## config.mk

```make
export PLATFORM = sky130hd
export DESIGN_NAME = dma_chunk_sequencer
export DESIGN_NICKNAME = d
export VERILOG_FILES = /design/src/rtl/dma_chunk_sequencer.sv
export SDC_FILE = /design/constraint.sdc
export NUM_CORES = 1
export LEC_CHECK = 0
export BUFFER_PORTS_ARGS = -buffer_cell sky130_fd_sc_hd__buf_2
export CAP_MARGIN = 20
export CORE_MARGIN = 4
export CORE_UTILIZATION = 50
export CTS_CLUSTER_SIZE = 12
export DETAILED_ROUTE_END_ITERATION = 16
export GPL_TIMING_DRIVEN = 0
export PLACE_DENSITY_LB_ADDON = 0.25
export SLEW_MARGIN = 10
export SYNTH_ARGS = -nofsm -noshare
export SYNTH_HDL_FRONTEND = slang
export SYNTH_SLANG_ARGS = --single-unit
```

## constraint.sdc

```tcl
create_clock -name sclk -period 9.5 [get_ports sclk]
set_input_delay 0.475 -clock sclk [delete_from_list [all_inputs] [get_ports sclk]]
set_output_delay 0.475 -clock sclk [all_outputs]
set_load 0.005 [all_outputs]
```

## src/rtl/dma_chunk_sequencer.sv

```systemverilog
// Splits one host DMA request into ATA DMA EXT commands of at most MAX_CHUNK sectors,
// programming the shadow registers, issuing each command and waiting for its completion.
module dma_chunk_sequencer #(
    parameter int unsigned MAX_CHUNK = 256,
    parameter logic [7:0]  CMD_READ  = 8'h25,
    parameter logic [7:0]  CMD_WRITE = 8'h35,
    parameter logic [7:0]  DEV_VAL   = 8'h40
) (
    input  logic         sclk,
    input  logic         rst_n,
    input  logic         dma_start,
    input  logic         dma_type,
    input  logic [31:7]  mem_address,
    input  logic [31:0]  lba,
    input  logic [31:0]  sector_cnt,
    input  logic         dma_abort,
    output logic         busy,
    output logic         dma_done,
    output logic         dma_err,
    output logic [23:0]  sh_lba_lo,
    output logic         sh_lba_lo_val,
    output logic [23:0]  sh_lba_hi,
    output logic         sh_lba_hi_val,
    output logic [15:0]  sh_count,
    output logic         sh_count_val,
    output logic [7:0]   sh_dev,
    output logic         sh_dev_val,
    output logic [7:0]   sh_command,
    output logic         sh_command_val,
    output logic         cmd_issue,
    input  logic         cmd_done,
    input  logic         cmd_err,
    output logic         xfer_start,
    output logic [31:7]  xfer_addr,
    output logic [15:0]  xfer_sectors,
    output logic         xfer_dir
);

    typedef enum logic [3:0] {
        IDLE, LOAD, WR_LO, WR_HI, WR_CNT, WR_DEV, WR_CMD, ISSUE, WAIT, DONE
    } state_t;

    state_t       state, state_nxt;
    logic [31:7]  addr;
    logic [47:0]  cur_lba;
    logic [31:0]  remaining;
    logic [15:0]  chunk;
    logic         dir;
    logic         abort_pend;
    logic         err;

    logic [31:7]  addr_nxt;
    logic [31:0]  rem_nxt;
    logic         abort_any;
    logic         xfer_active;

    function automatic logic [15:0] min_chunk(input logic [31:0] rem);
        logic [31:0] max_w;
        max_w = 32'(MAX_CHUNK);
        return (rem < max_w) ? rem[15:0] : max_w[15:0];
    endfunction

    assign addr_nxt  = addr + 25'({chunk, 2'b00});
    assign rem_nxt   = remaining - 32'(chunk);
    assign abort_any = abort_pend | dma_abort;

    always_comb begin
        state_nxt = state;
        case (state)
            IDLE:   if (dma_start) state_nxt = (sector_cnt == 32'd0) ? DONE : LOAD;
            LOAD:   state_nxt = dma_abort ? DONE : WR_LO;
            WR_LO:  state_nxt = dma_abort ? DONE : WR_HI;
            WR_HI:  state_nxt = dma_abort ? DONE : WR_CNT;
            WR_CNT: state_nxt = dma_abort ? DONE : WR_DEV;
            WR_DEV: state_nxt = dma_abort ? DONE : WR_CMD;
            WR_CMD: state_nxt = dma_abort ? DONE : ISSUE;
            ISSUE:  state_nxt = dma_abort ? DONE : WAIT;
            WAIT: begin
                // An issued command always runs to completion; abort only takes effect here
                if (cmd_done)
                    state_nxt = (cmd_err || rem_nxt == 32'd0 || abort_any) ? DONE : LOAD;
            end
            DONE:   state_nxt = IDLE;
            default: state_nxt = IDLE;
        endcase
    end

    always_ff @(posedge sclk) begin
        if (!rst_n) begin
            state      <= IDLE;
            err        <= 1'b0;
            abort_pend <= 1'b0;
        end else begin
            state <= state_nxt;
            case (state)
                IDLE: begin
                    if (dma_start) begin
                        err        <= 1'b0;
                        abort_pend <= 1'b0;
                    end
                end
                LOAD, WR_LO, WR_HI, WR_CNT, WR_DEV, WR_CMD, ISSUE: begin
                    if (dma_abort) err <= 1'b1;
                end
                WAIT: begin
                    if (dma_abort) abort_pend <= 1'b1;
                    if (cmd_done && (cmd_err || abort_any)) err <= 1'b1;
                end
                default: ;
            endcase
        end
    end

    // Request parameters are only captured in IDLE; data registers need no reset
    // because every output that carries them is gated by state.
    always_ff @(posedge sclk) begin
        case (state)
            IDLE: begin
                if (dma_start) begin
                    addr      <= mem_address;
                    cur_lba   <= {16'h0000, lba};
                    remaining <= sector_cnt;
                    dir       <= dma_type;
                end
            end
            LOAD: chunk <= min_chunk(remaining);
            WAIT: begin
                if (cmd_done && !cmd_err) begin
                    addr      <= addr_nxt;
                    cur_lba   <= cur_lba + 48'(chunk);
                    remaining <= rem_nxt;
                end
            end
            default: ;
        endcase
    end

    assign busy     = (state != IDLE);
    assign dma_done = (state == DONE);
    assign dma_err  = err;

    assign sh_lba_lo_val  = (state == WR_LO);
    assign sh_lba_hi_val  = (state == WR_HI);
    assign sh_count_val   = (state == WR_CNT);
    assign sh_dev_val     = (state == WR_DEV);
    assign sh_command_val = (state == WR_CMD);

    assign sh_lba_lo  = sh_lba_lo_val  ? cur_lba[23:0]  : 24'h0;
    assign sh_lba_hi  = sh_lba_hi_val  ? cur_lba[47:24] : 24'h0;
    assign sh_count   = sh_count_val   ? chunk          : 16'h0;
    assign sh_dev     = sh_dev_val     ? DEV_VAL        : 8'h00;
    assign sh_command = sh_command_val ? (dir ? CMD_WRITE : CMD_READ) : 8'h00;

    assign cmd_issue   = (state == ISSUE);
    assign xfer_start  = (state == ISSUE);
    assign xfer_active = (state == ISSUE) || (state == WAIT);

    assign xfer_addr    = xfer_active ? addr  : 25'h0;
    assign xfer_sectors = xfer_active ? chunk : 16'h0;
    assign xfer_dir     = xfer_active ? dir   : 1'b0;

endmodule

```

# --- Word level (Yosys, flattened, before mapping) ---
# Index checks and enable logic that the tools add are counted.
classes:
  n_addsub: 3
  order_cmp: 1
  reduce_logical: 19
  eq_ne: 15
  n_mux: 35
  bitwise_logic: 1
op_table:
  columns: ["operator", "n"]
  rows:
  - ["$mux 48", 2]
  - ["$pmux 48 s2", 1]
  - ["$mux 25", 3]
  - ["$logic_not 32->1", 2]
  - ["$mux 32", 2]
  - ["$pmux 32 s2", 1]
  - ["$pmux 25 s2", 1]
  - ["$add 48x16->48", 1]
  - ["$mux 24", 2]
  - ["$mux 4", 10]
  - ["$pmux 4 s9", 1]
  - ["$lt 32x9->1 const B", 1]
  - ["$mux 16", 2]
  - ["$sub 32x16->32", 1]
  - ["$add 25x18->25", 1]
  - ["$eq 4x3->1 const B", 4]
  - ["$ne 2x2->1 const B", 6]
  - ["$eq 4x2->1 const B", 2]
  - ["$eq 4x4->1 const B", 2]
  - ["$mux 7", 1]
  - ["$reduce_or 7->1", 1]
  - ["$mux 6", 1]
  - ["$reduce_and 3->1", 2]
  - ["$mux 1", 5]
  - ["other kinds (14)", 19]
word_totals:
  wordCells: 82
  reg_bits: 128
  inputBits: 96

# --- Longest topological paths before layout ---
logic_depth:
  word_depth: 7
  ltp_mapped: 13
  mapped_depth_nobuf: 11

# --- Worst setup path after synthesis ---
# OpenSTA, ideal clock, no wires.
synth_path:
  path_type: "reg2reg"
  start: "register state[1]"
  end: "register addr[10] (netlist bit) (enable)"
  path_stages_with_launch: 8
  t_arrival_ns: 8.655
  setup_slack_ns: 0.139
  period_less_slack_ns: 9.361
  cell_sequence: "dfxtp_1 > buf_6 > nand2b_4 > or3_4 > buf_2 > clkbuf_1 > clkbuf_1 > o21ai_0"
synth_via:
  elab_chain_cells: 3
  elab_cells_between_ends: 6
  classes_between: "3 x eq/ne; 3 x reduce/logical"
synth_rtl:
  columns: ["element", "line", "rtl"]
  rows:
  - ["start: declaration", "43", "state_t state, state_nxt;"]
  - ["start signal: assignment", "94", "state <= state_nxt;"]
  - ["$eq 4x4->1 / $logic_not 4->1 (equally long branches)", "117", "case (state)"]
  - ["$ne 2x2->1 (no line) / $reduce_bool 2->1 (equally long branches)", null, null]
  - ["$reduce_and 3->1 (no line) (*)", null, null]
  - ["end signal: assignment", "120", "addr <= mem_address;"]
  - ["end signal: assignment", "129", "addr <= addr_nxt;"]
  - ["end: declaration", "44", "logic [31:7] addr;"]
# Every way passes the cells marked *; elsewhere a longest branch is shown, timed or not.
# A chain may end at the register's enable or synchronous reset.

# --- Worst setup path in the final report ---
layout_path:
  start: "register chunk[0]"
  end: "register state[3]"
layout_via:
  elab_chain_cells: 7
layout_rtl:
  columns: ["element", "line", "rtl"]
  rows:
  - ["start: declaration", "47", "logic [15:0] chunk;"]
  - ["start signal: assignment", "126", "LOAD: chunk <= min_chunk(remaining);"]
  - ["$sub 32x16->32", "64", "assign rem_nxt = remaining - 32'(chunk);"]
  - ["$logic_not 32->1", "81", "state_nxt = (cmd_err || rem_nxt == 32'd0 || abort_any) ? DONE : LOAD;"]
  - ["$logic_or 1x1->1 (2 in series)", "81", null]
  - ["$mux 4", "81", null]
  - ["$mux 4", "80", "if (cmd_done)"]
  - ["$pmux 4 s9", "69", "case (state)"]
# No other way between the ends. The select of a mux whose other input is x is not followed.

==> results_dict.tcl <==
set metrics [dict create \
    outcome "finished, final reports clean" \
    async_flop_share_pct 0 \
    rows 51 \
    worstPathArrival_ns 4.27 \
    ys_ff_latch 128 \
    syn_area_mm2 0.00989 \
    slew_violations 0 \
    end_kind "flop" \
    cts-hold-fix-buffers 0 \
    synth.top_cell.area_share_pct 37.0 \
    p_total_mw 1.93 \
    synth_edf_count 122 \
    clock-root-buffer "clkbuf_16" \
    cts_setup_buffers 0 \
    cts.sinks 128 \
    cts_tree "done" \
    cts_resized 0 \
    fin_skew_ns 0.0112 \
    antenna_found_initial 1 \
    avgSynthCellArea_um2 8.73 \
    cap_violations 0 \
    rsz0062_at_grt "no" \
    met1Wirelength_um 13300 \
    dp.final_hpwl_um 25600 \
    grt-ovfl-total 0 \
    grt_pass1_vias 9123 \
    routed_via_density 5.95 \
    post-route-period-util_pct 41.1 \
    drtIter0Drc 900 \
    synthFlopType "edfxtp_1" \
    dr_wl_met3_um 3270 \
    drc 0 \
    synth.area.top_cells "edfxtp_1 (37%), and2_1 (6.5%), ha_1 (6.1%)" \
    grt_pass1_wl_um 49600 \
    layout_commonest_cell "buf_2" \
    slew_headroom_pct 32.8 \
    required_ns 9.87 \
    setup-violations-final 0 \
    die_h_um 149 \
    syn_to_final_growth_pct 22.3 \
    finalWirelength_um 33500 \
    layout_min_cycle_time_ns 3.90 \
    numCtsBuffers 17 \
    wl_per_cell_um 20.1 \
    cp-start-kind "flop" \
    place_congestion 0.989 \
    grtUsageTotal_pct 29.3 \
    dieArea_mm2 0.0221 \
    top_layer "met4" \
    grt_max_degree 28 \
    vias 9933 \
    yosysWarnings 0 \
    setup_tns_ns 0 \
    critPathKind "reg -> reg" \
    numPortBuffers 216 \
    wl_met2_um 15400 \
    yosysSeqAreaShare_pct 38.2 \
    hold_path.class "in -> reg" \
    insertion_delay_ns 0.44 \
    firstDrtPassIters 7 \
    cp_max_fo 8 \
    floorplan.initialDensity_pct 50.8 \
    ant_nets 0 \
    die_w_um 149 \
    worst_slew_pin_slew_ns 0.997 \
    synth_area_leader_cell "edfxtp_1" \
    p_leak_nw 5.22 \
    p_per_area_mw_per_mm2 159 \
    htreeDepth 4 \
    path_clk_slew_ns 0.06 \
    core-area_mm2 0.0195 \
    finalHoldViolCount 0 \
    fin_nets 1539 \
    num_io_pins 228 \
    max-vdd-ir-drop_mv 0.139 \
    fmax_mhz 256 \
    syn-instance-count 1134 \
    layout_common_cells "buf_2 (221), nand2_1 (134), edfxtp_1 (122), and2_1 (103), o21ai_0 (60)" \
    yosysUniqueCellTypes 77 \
    cts.path.max_buffers 2 \
    drive_gt1_share_pct 20.4 \
]
## worst max-delay path, stage by stage, from the launching register on
cell and delay [ns]:
edfxtp_1 0.54, ha_1 0.28, fa_1 0.40, nand2b_1 0.21
a21oi_2 0.36, o21ai_0 0.19, a2111oi_0 0.86, o2111ai_1 0.25
a2111oi_1 0.47, nand4_1 0.16, o21ai_1 0.14
## synth_stat cells (6+ instances only)
cell       number
or4_1          12
a211oi_1       13
nor4_1         35
nor3_1         26
and2_1        103
a311oi_1        6
or3_1          17
clkbuf_1       49
ha_1           48
nand2b_1       15
buf_4          16
nand2_1       134
nor2b_1         7
nand4_1        14
xnor2_1        35
a2111oi_0       9
inv_1          50
a31oi_1        14
a21o_1          9
nand3_1        30
o21a_1          8
nor2_1         59
o31ai_1        20
dfxtp_1         6
edfxtp_1      122
o21ai_0        61
a21oi_1        52
xor2_1         29
and3_1         12
o21ai_1        38
## final timing paths
kind / startpoint / endpoint / slack, ns / cells past startpoint
setup / recovery: chunk[0]$_SDFFCE_PP0P_ / state[3]$_SDFFE_PN0P_ / 5.60 / 10
hold / removal: dma_type / dir$_DFFE_PP_ / 0.28 / 1
setup reg to reg: chunk[0]$_SDFFCE_PP0P_ / state[3]$_SDFFE_PN0P_ / 5.60 / 10
hold reg to reg: dma_err$_SDFFE_PN0P_ / dma_err$_SDFFE_PN0P_ / 0.49 / 2
## per-layer routing
| metal | up-vias | global-route usage (%) |
|---|---|---|
| li1 | 4656 | - |
| met1 | 4613 | 38.3 |
| met2 | 570 | 46.7 |
| met3 | 94 | 6.03 |
| met4 | 0 | 13.7 |
| met5 | - | 0 |
## cell families (layout without fill, tap and decap cells)
kind of cell / after synthesis / in the layout / synth area share [%]
and+or+nand+nor: 487 / 487 / 25.8
AOI/OAI and AO/OA: 277 / 277 / 17.9
DFF: 128 / 128 / 38.2
buffers and inverters: 123 / 376 / 5.41
xor gates and xnor gates: 64 / 64 / 5.67
adders and majority gates: 51 / 51 / 6.68
muxes: 3 / 3 / 0.316
other: 1 / 19 / 0.0379
## registers in the layout, indices dropped and copies added, names as in the netlist
| name | count |
|---|---|
| remaining | 32 |
| state | 4 |
| dma_err | 1 |
| abort_pend | 1 |
| addr | 25 |
| chunk | 16 |
| dir | 1 |
| cur_lba | 48 |
## stage by stage
| stage | utilization, % | instance area, um2 | setup WS [ns] | instances | hold slack (ns) |
|---|---|---|---|---|---|
| floorplan | - | 9960 | 0.139 | 1151 | 0.460 |
| global placement | 58.4 | 11400 | -4.33 | 1632 | 0.489 |
| detailed placement | 59.2 | 11500 | 5.67 | 1638 | 0.493 |
| CTS | 62.2 | 12100 | 5.69 | 1669 | 0.261 |
| global route | 62.2 | 12100 | 5.49 | 1670 | 0.264 |
| finish | 62.2 | 12100 | 5.60 | 1670 | 0.280 |
## area by class of cell
| class | count | area (um2) |
|---|---|---|
| Clock inverter | 13 | 146 |
| Inverter | 51 | 191 |
| Buffer | 72 | 344 |
| Clock buffer | 18 | 429 |
| Antenna cell | 1 | 2.50 |
| Sequential cell | 128 | 3780 |
| Multi-Input combinational cell | 900 | 5660 |
| Fill cell | 1709 | 7360 |
| Timing Repair Buffer | 222 | 1220 |
| Tap cell | 265 | 332 |
## power by group
| group | internal [mW] | switching (mW) |
|---|---|---|
| Combinational | 0.200 | 0.321 |
| Clock | 0.406 | 0.256 |
| Sequential | 0.692 | 0.0559 |
(Power assumes the default switching activity.)
